**src/rtl/mem_arbiter.sv**
```systemverilog
// Two-master (ibus/dbus) arbiter onto one shared memory port, with a latched request register.
// Optional starvation guard for ibus is enabled by defining ARB_STARVE_GUARD_EN.
`timescale 1ns/1ps

package mem_arbiter_pkg;
    typedef enum logic [2:0] {
        MSIZE1 = 3'd0,
        MSIZE2 = 3'd1,
        MSIZE4 = 3'd2,
        MSIZE8 = 3'd3
    } msize_t;

    typedef struct packed {
        logic        valid;
        logic [31:0] addr;
    } ibus_req_t;

    typedef struct packed {
        logic        addr_ok;
        logic        data_ok;
        logic [31:0] data;
    } ibus_resp_t;

    typedef struct packed {
        logic        valid;
        logic [31:0] addr;
        msize_t      size;
        logic [7:0]  strobe;
        logic [63:0] data;
    } dbus_req_t;

    typedef struct packed {
        logic        addr_ok;
        logic        data_ok;
        logic [63:0] data;
    } dbus_resp_t;
endpackage

module mem_arbiter
    import mem_arbiter_pkg::*;
#(
    parameter int unsigned STARVE_LIMIT = 4
) (
    input  logic       clk,
    input  logic       reset,
    input  ibus_req_t  ireq,
    output ibus_resp_t iresp,
    input  dbus_req_t  dreq,
    output dbus_resp_t dresp,
    output dbus_req_t  mreq,
    input  dbus_resp_t mresp,
    output logic [1:0] owner,
    output logic       busy
);
    // State encoding doubles as the owner code, so owner comes straight from the register.
    typedef enum logic [1:0] {
        IDLE   = 2'b00,
        I_BUSY = 2'b01,
        D_BUSY = 2'b10
    } state_t;

    state_t    state, state_next;
    dbus_req_t req_q, req_next;
    logic      busy_q;
    logic      grant_i, grant_d;
    logic      starved;

    // An out-of-range limit references a nonexistent module and stops elaboration.
    if (STARVE_LIMIT < 1 || STARVE_LIMIT > 15) begin : g_bad_limit
        illegal_starve_limit_parameter u_bad ();
    end

`ifdef ARB_STARVE_GUARD_EN
    logic [3:0] starve_cnt;

    assign starved = (starve_cnt == 4'(STARVE_LIMIT));

    always_ff @(posedge clk or negedge reset) begin
        if (!reset) begin
            starve_cnt <= '0;
        end else if (grant_i) begin
            starve_cnt <= '0;
        end else if (grant_d && ireq.valid) begin
            starve_cnt <= starve_cnt + 4'd1;
        end
    end
`else
    assign starved = 1'b0;
`endif

    // NOTE: every variable gets a default before the case, so no path leaves one unassigned and no latch is inferred.
    always_comb begin
        state_next = state;
        req_next   = req_q;
        grant_i    = 1'b0;
        grant_d    = 1'b0;
        unique case (state)
            IDLE: begin
                if (ireq.valid && (starved || !dreq.valid)) begin
                    grant_i         = 1'b1;
                    state_next      = I_BUSY;
                    req_next        = '0;
                    req_next.valid  = 1'b1;
                    req_next.addr   = ireq.addr;
                    req_next.size   = MSIZE4;
                end else if (dreq.valid) begin
                    grant_d    = 1'b1;
                    state_next = D_BUSY;
                    req_next   = dreq;
                end
            end
            I_BUSY, D_BUSY: begin
                if (mresp.data_ok) begin
                    state_next = IDLE;
                    req_next   = '0;
                end
            end
            default: begin
                state_next = IDLE;
                req_next   = '0;
            end
        endcase
    end

    // NOTE: state is updated with non-blocking assignments so every flop samples pre-edge values.
    // NOTE: the request register is reset too, because mreq is driven from it and must read zero in reset.
    always_ff @(posedge clk or negedge reset) begin
        if (!reset) begin
            state  <= IDLE;
            req_q  <= '0;
            busy_q <= 1'b0;
        end else begin
            state  <= state_next;
            req_q  <= req_next;
            busy_q <= (state_next != IDLE);
        end
    end

    assign owner = state;
    assign busy  = busy_q;
    assign mreq  = req_q;

    // Only the current owner sees handshakes; ibus picks its 32-bit half by the latched addr[2].
    always_comb begin
        iresp      = '0;
        dresp      = '0;
        dresp.data = mresp.data;
        if (state == I_BUSY) begin
            iresp.addr_ok = mresp.addr_ok;
            iresp.data_ok = mresp.data_ok;
            iresp.data    = req_q.addr[2] ? mresp.data[63:32] : mresp.data[31:0];
        end
        if (state == D_BUSY) begin
            dresp.addr_ok = mresp.addr_ok;
            dresp.data_ok = mresp.data_ok;
        end
    end
endmodule

```
**config.mk**
```make
export PLATFORM = sky130hd
export DESIGN_NAME = mem_arbiter
export DESIGN_NICKNAME = d
export VERILOG_FILES = /design/src/rtl/mem_arbiter.sv
export SDC_FILE = /design/constraint.sdc
export NUM_CORES = 1
export LEC_CHECK = 0
export ABC_AREA = 0
export CAP_MARGIN = 20
export CORE_AREA = 4 4 163 165
export DETAILED_ROUTE_END_ITERATION = 12
export DIE_AREA = 0 0 167 169
export DONT_BUFFER_PORTS = 1
export HOLD_SLACK_MARGIN = 0.08
export PLACE_DENSITY_LB_ADDON = 0.08
export SLEW_MARGIN = 20
export SYNTH_ARGS = -nofsm -noshare
export SYNTH_HDL_FRONTEND = slang
export SYNTH_SLANG_ARGS = --single-unit
```
**constraint.sdc**
```tcl
create_clock -name clk -period 4.8 [get_ports clk]
set_input_delay 0.48 -clock clk [delete_from_list [all_inputs] [get_ports clk]]
set_output_delay 0.48 -clock clk [all_outputs]
set_load 0.01 [all_outputs]
```
==> results of run 1 <==
[power by group through the flow]
stage / combinational, mW / sequential (mW) / clock [mW]
floorplan: 1.25 / 1.71 / 0
global placement: 1.28 / 1.96 / 0
detailed placement: 1.31 / 1.95 / 0
CTS: 1.33 / 1.94 / 0.852
global route: 1.47 / 1.97 / 0.889
finish: 1.31 / 1.91 / 0.812
[cell usage after synthesis]
master,instances
dfrtp_1,111
inv_1,78
nand4_1,74
buf_4,73
o21ai_2,61
nor2b_1,33
o2bb2ai_1,33
a22oi_1,32
mux2i_1,32
clkbuf_1,23
o21ai_0,16
buf_2,15
buf_6,8
and2_1,5
ha_1,4
a21oi_1,3
nor2_1,2
a21o_1,1
a31oi_1,1
mux2_2,1
nand2_1,1
nand2b_1,1
nand2b_2,1
o21a_1,1
or2_2,1
[cell families (layout without fill, tap and decap cells)]
kind of cell / after synthesis / count (layout) / share of synthesized area [%]
compound gates: 148 / 148 / 19.1
buf+inv: 197 / 101 / 17.7
other cells: 0 / 5 / 0
fa+ha+maj: 4 / 4 / 0.812
simple gates: 118 / 118 / 11.9
flops: 111 / 111 / 45.1
mux: 33 / 33 / 5.38
[final timing paths]
| check | startpoint | cells past startpoint | end |
|---|---|---|---|
| max | owner[0]$_DFF_PN0_ | 6 | mreq[68]$_DFFE_PN0P_ |
| min | reset | 1 | mreq[50]$_DFFE_PN0P_ |
| max reg2reg | owner[0]$_DFF_PN0_ | 6 | mreq[68]$_DFFE_PN0P_ |
| min reg2reg | mreq[106]$_DFFE_PN0P_ | 1 | mreq[106]$_DFFE_PN0P_ |
| max in group asynchronous | reset | 1 | mreq[6]$_DFFE_PN0P_ |
| min in group clk | dreq[47] | 2 | mreq[47]$_DFFE_PN0P_ |
[timing repair]
item	CTS	global route
hold buffers	1	0
endpoints found under the hold margin	111	0
gates resized for setup	0	0
[state kept, by name, summed over array words and instances, names as in the netlist]
signal  cells
busy        1
mreq      108
owner       2
[metrics by stage]
step	worst slack, ns	cells	cell area, um^2
6_report	1.75	850	6200
2_1_floorplan	3.15	611	6160
5_1_grt	1.54	850	6200
4_1_cts	1.70	845	6190
3_3_place_gp	1.75	828	5840
3_5_place_dp	1.70	828	5840
[layer usage]
| layer | global-route usage (%) | up-vias | part of all wire, % |
|---|---|---|---|
| met5 | 0 | - | 0 |
| met4 | 7.36 | 0 | 3.9 |
| met3 | 5.91 | 43 | 9.3 |
| met2 | 26.4 | 249 | 52 |
| met1 | 15.8 | 2130 | 35 |
| li1 | - | 1857 | - |
[layout make-up]
type	count	area share, %
Sequential cell	111	44.8
Multi-Input combinational cell	303	37.3
Tap cell	330	6.66
Inverter	78	4.72
Clock buffer	10	3.85
Clock inverter	6	1.25
Timing Repair Buffer	7	1.17
Antenna cell	5	0.202
[cell usage in the layout, fill, tap and decap left out, types with 2 or more instances in the layout]
master,n
o21ai_2,61
inv_1,78
ha_1,3
nor2b_1,32
clkbuf_16,9
nand4_1,74
dfrtp_1,110
and2_1,5
diode_2,5
mux2i_1,32
o21ai_0,16
o2bb2ai_1,33
nor2_1,2
a21oi_1,3
inv_6,2
buf_4,6
a22oi_1,32
==> flow_summary.yaml, run 1 <==
run_status:
  status: "completed"
die:
  die_h_um: 169
  ios: 420
  core_um2: 25000
  initial_core_util_pct: 24.6
  die-area_um2: 28200
  rows: 58
  die_w_um: 167
route:
  ant_nets: 0
  wire_per_inst_um: 26.4
  dr.pass1.iters: 4
  vias: 4279
  wl_mm: 22.4
  drc: 0
  via_per_inst: 5.03
  drt-initial-drc-count: 241
worst_setup_path:
  crit_family: "compound AO/OA/AOI/OAI gates"
  cp.required_ns: 5.04
  path_cells: "inv_1 -> ha_2 -> nand2b_4 -> o21a_4 -> buf_4 -> o21ai_2"
  ff2ff_setup_slack_ns: 1.75
  critPathCaptureType: "flop"
  crit_type: "flop to flop"
  crit_arrival_ns: 3.29
  crit_path_top_delay_cell: "o21a_4"
  start_kind: "flop"
  max_stage_delay_ns: 0.86
  crit_buf_inv: 2
  crit_path_max_fanout: 81
layout:
  multiInputGateArea_um2: 2310
  layout-drive-gt1-share_pct: 17.9
  postLayoutCoreUtil_pct: 24.8
  fill_cells: 2661
  syn_to_final_growth_pct: 0.589
  nets: 723
  register_area_um2: 2780
power:
  clkPwrFrac_pct: 20.1
  p_leak_nw: 2.52
  power_mw: 4.03
  p_int_mw: 2.19
  swShare_pct: 45.6
  p_sw_mw: 1.84
  combinationalPowerShare_pct: 32.4
  powerDensity_nw_per_um2: 650
  p_seq_share_pct: 47.4
  vdd_drop_max_uv: 179
timing:
  worst_pin_slew_ns: 1.00
  timing.final.crit_share_pct: 63.6
  holdWs_ns: 0.0568
  fmax_ghz: 0.328
  setup_tns_ns: 0
  rsz0062_at_grt: "false"
  finClkSkew_ns: 0.0161
  finalHoldViolCount: 0
  finalSetupViolations: 0
  relSlewSlack_pct: 33.0
  finalMaxSlewViolations: 0
  fin_crit_ns: 3.05
placement:
  routabilityCongestion: 0.913
  io_buffers: 0
  hpwl_mm: 16.6
global_route:
  track_usage_pct: 15.1
  grt_max_degree: 112
  grt_overflow: 0
  grt_pass1_vias: 4575
  antenna_found_initial: 7
  grt_pass1_wl_mm: 32.3
synthesis:
  syn-cell-area_um2: 6160
  synth_area_per_cell_um2: 10.1
  synth_nets: 824
  synth_top_area_share_pct: 45.1
  synthTopCellsByArea: "dfrtp_1, buf_4, o21ai_2"
  ys_seq_area_share_pct: 45.1
  yosysUniqueCellTypes: 25
  yosysTopAreaCell: "dfrtp_1"
  ys_ff_latch: 111
  ys_warn_count: 0
  syn_inst: 611
clocking:
  cts_tree: "built"
  post-cts-setup-buffers: 0
  cts_inserted_buffers: 9
  max-clock-path-buffers: 2
  cts_max_level: 3
  path_clk_slew_ns: 0.08
  cts_sinks: 111
  insertion_delay_ns: 0.36
  cts-root-buf: "clkbuf_16"
worst_hold_path:
  hold_path.class: "primary input to async pin"
job:
  maxCapViolations: 0
Note: power is estimated with default switching activity, not from simulation.
==> run 2: changes to the inputs <==
Clock period 4.8 ns to 2.62 ns, I/O delays scaled along.
==> flow_summary.yaml, run 2 (synthesis gave the netlist of run 1 again) <==
power:
  powerDensity_nw_per_um2: 1080
  vdd_drop_max_uv: 364
  p_leak_nw: 2.88
  power_mw: 7.60
global_route:
  grt_pass1_vias: 4938
  antenna_found_initial: 8
  grt_max_degree: 112
  track_usage_pct: 16.0
  grt_pass1_wl_mm: 34.3
  grt_overflow: 0
die:
  die_w_um: 167
  ios: 420
  initial_core_util_pct: 24.6
  die-area_um2: 28200
  core_um2: 25000
  rows: 58
  die_h_um: 169
route:
  drt-initial-drc-count: 174
  drc: 0
  vias: 4528
  ant_nets: 0
  wl_mm: 23.4
  via_per_inst: 4.84
  dr.pass1.iters: 4
  wire_per_inst_um: 25.0
worst_setup_path:
  crit_path_max_fanout: 55
  max_stage_delay_ns: 0.58
  r2r_start: "owner[1]$_DFF_PN0_"
  ff2ff_setup_slack_ns: 0.47
  ff2ff_path_depth: 6
  r2r_end: "busy$_DFF_PN0_"
  crit_path_top_delay_cell: "buf_4"
  crit_arrival_ns: 2.41
  cp_common_cell: "buf_4"
  crit_type: "flop to flop"
  critPathCaptureType: "flop"
  start_kind: "flop"
  path_cells: "inv_1 -> ha_2 -> buf_4 -> buf_4 -> a31oi_1 -> o2bb2ai_1"
  cp.required_ns: 2.89
layout:
  final_area_um2: 7040
  mostFrequentLayoutCells: "dfrtp_1, inv_1, dlygate4sd3_1"
  largest_register_ffs: 108
  layout-drive-gt1-share_pct: 16.7
  nets: 806
  final_common_cell: "dfrtp_1"
  syn_to_final_growth_pct: 14.2
clocking:
  ctsHoldBuffers: 77
  cts_inserted_buffers: 9
  cts-root-buf: "clkbuf_16"
  cts_tree: "built"
  max-clock-path-buffers: 2
  post-cts-setup-buffers: 0
  path_clk_slew_ns: 0.09
  cts_max_level: 3
  cts_sinks: 111
  cts-resized-gates: 0
  insertion_delay_ns: 0.36
timing:
  fin_crit_ns: 2.15
  relSlewSlack_pct: 44.1
  setup_tns_ns: 0
  holdWs_ns: -0.411
  finalMaxSlewViolations: 0
  rsz0062_at_grt: "false"
  finClkSkew_ns: 0.0117
  timing.final.crit_share_pct: 81.9
  worst_pin_slew_ns: 0.839
  finalHoldViolCount: 111
  fmax_ghz: 0.466
  finalSetupViolations: 0
worst_hold_path:
  hold_path.class: "primary input to async pin"
run_status:
  violations: "negative hold slack"
  status: "complete, but fails checks"
placement:
  routabilityCongestion: 0.901
  placed_area_um2: 5910
  hpwl_mm: 16.6
  io_buffers: 0
job:
  maxCapViolations: 0
## run 2: cell count changes in the layout (fill, tap and decap cells not counted)
cell	previous run	this run
buf_12	0	3
buf_16	1	0
buf_4	6	12
clkinv_2	1	0
diode_2	5	8
dlygate4sd3_1	0	75
inv_8	0	1
## run 2: power by group
group	total [mW]	internal [mW]	leakage, nW	switching, mW
combinational	2.71	0.960	1.27	1.75
sequential	3.38	2.41	1.45	0.971
clock	1.51	0.794	0.158	0.719
total	7.60	4.16	2.88	3.44
## run 2: worst max path at each step
stage                            start                   end  slack, ns  cells after the start
floorplan           owner[0]$_DFF_PN0_  mreq[62]$_DFFE_PN0P_       1.03                      8
global placement    owner[1]$_DFF_PN0_  mreq[30]$_DFFE_PN0P_       0.54                      6
detailed placement  owner[1]$_DFF_PN0_        busy$_DFF_PN0_       0.46                      6
CTS                 owner[1]$_DFF_PN0_        busy$_DFF_PN0_       0.44                      6
global route        owner[1]$_DFF_PN0_        busy$_DFF_PN0_       0.27                      6
finish              owner[1]$_DFF_PN0_        busy$_DFF_PN0_       0.47                      6
## run 2: critical path, delay by kind of cell (launching register included)
family / cells / cell delay (ns)
AOI/OAI and AO/OA: 2 / 0.37
buffers and inverters: 3 / 1.02
adders and majority gates: 1 / 0.19
DFF: 1 / 0.48
## run 2: area by class of cell
| type | count | area [um^2] |
|---|---|---|
| multi-input cells | 303 | 2310 |
| diodes | 8 | 20.0 |
| clock buffers | 10 | 239 |
| repair buffers | 90 | 901 |
| inverters | 78 | 293 |
| flip-flops and latches | 111 | 2780 |
| well taps | 330 | 413 |
| fillers | 2618 | 18000 |
| clock inverters | 6 | 83.8 |
## run 2: through the flow
stage          utilization (%)  hold slack (ns)  std cells  setup WS, ns
6_report                  28.1           -0.411        936         0.474
5_1_grt                   28.1           -0.442        936         0.275
3_5_place_dp              23.6          -0.0290        835         0.458
2_1_floorplan                -          -0.0336        611          1.03
4_1_cts                   28.1           -0.433        928         0.438
3_3_place_gp              23.6          -0.0291        835         0.540
## run 2: per-layer routing
layer  global-route usage (%)  wire length [um]  vias up  part of all wire [%]
li1                         -                 -     2025                     -
met1                     17.3              8360     2222                    36
met2                     27.4             12200      247                    52
met3                     5.89              2100       34                   9.0
met4                     8.04               755        0                   3.2
met5                        0                 0        -                     0
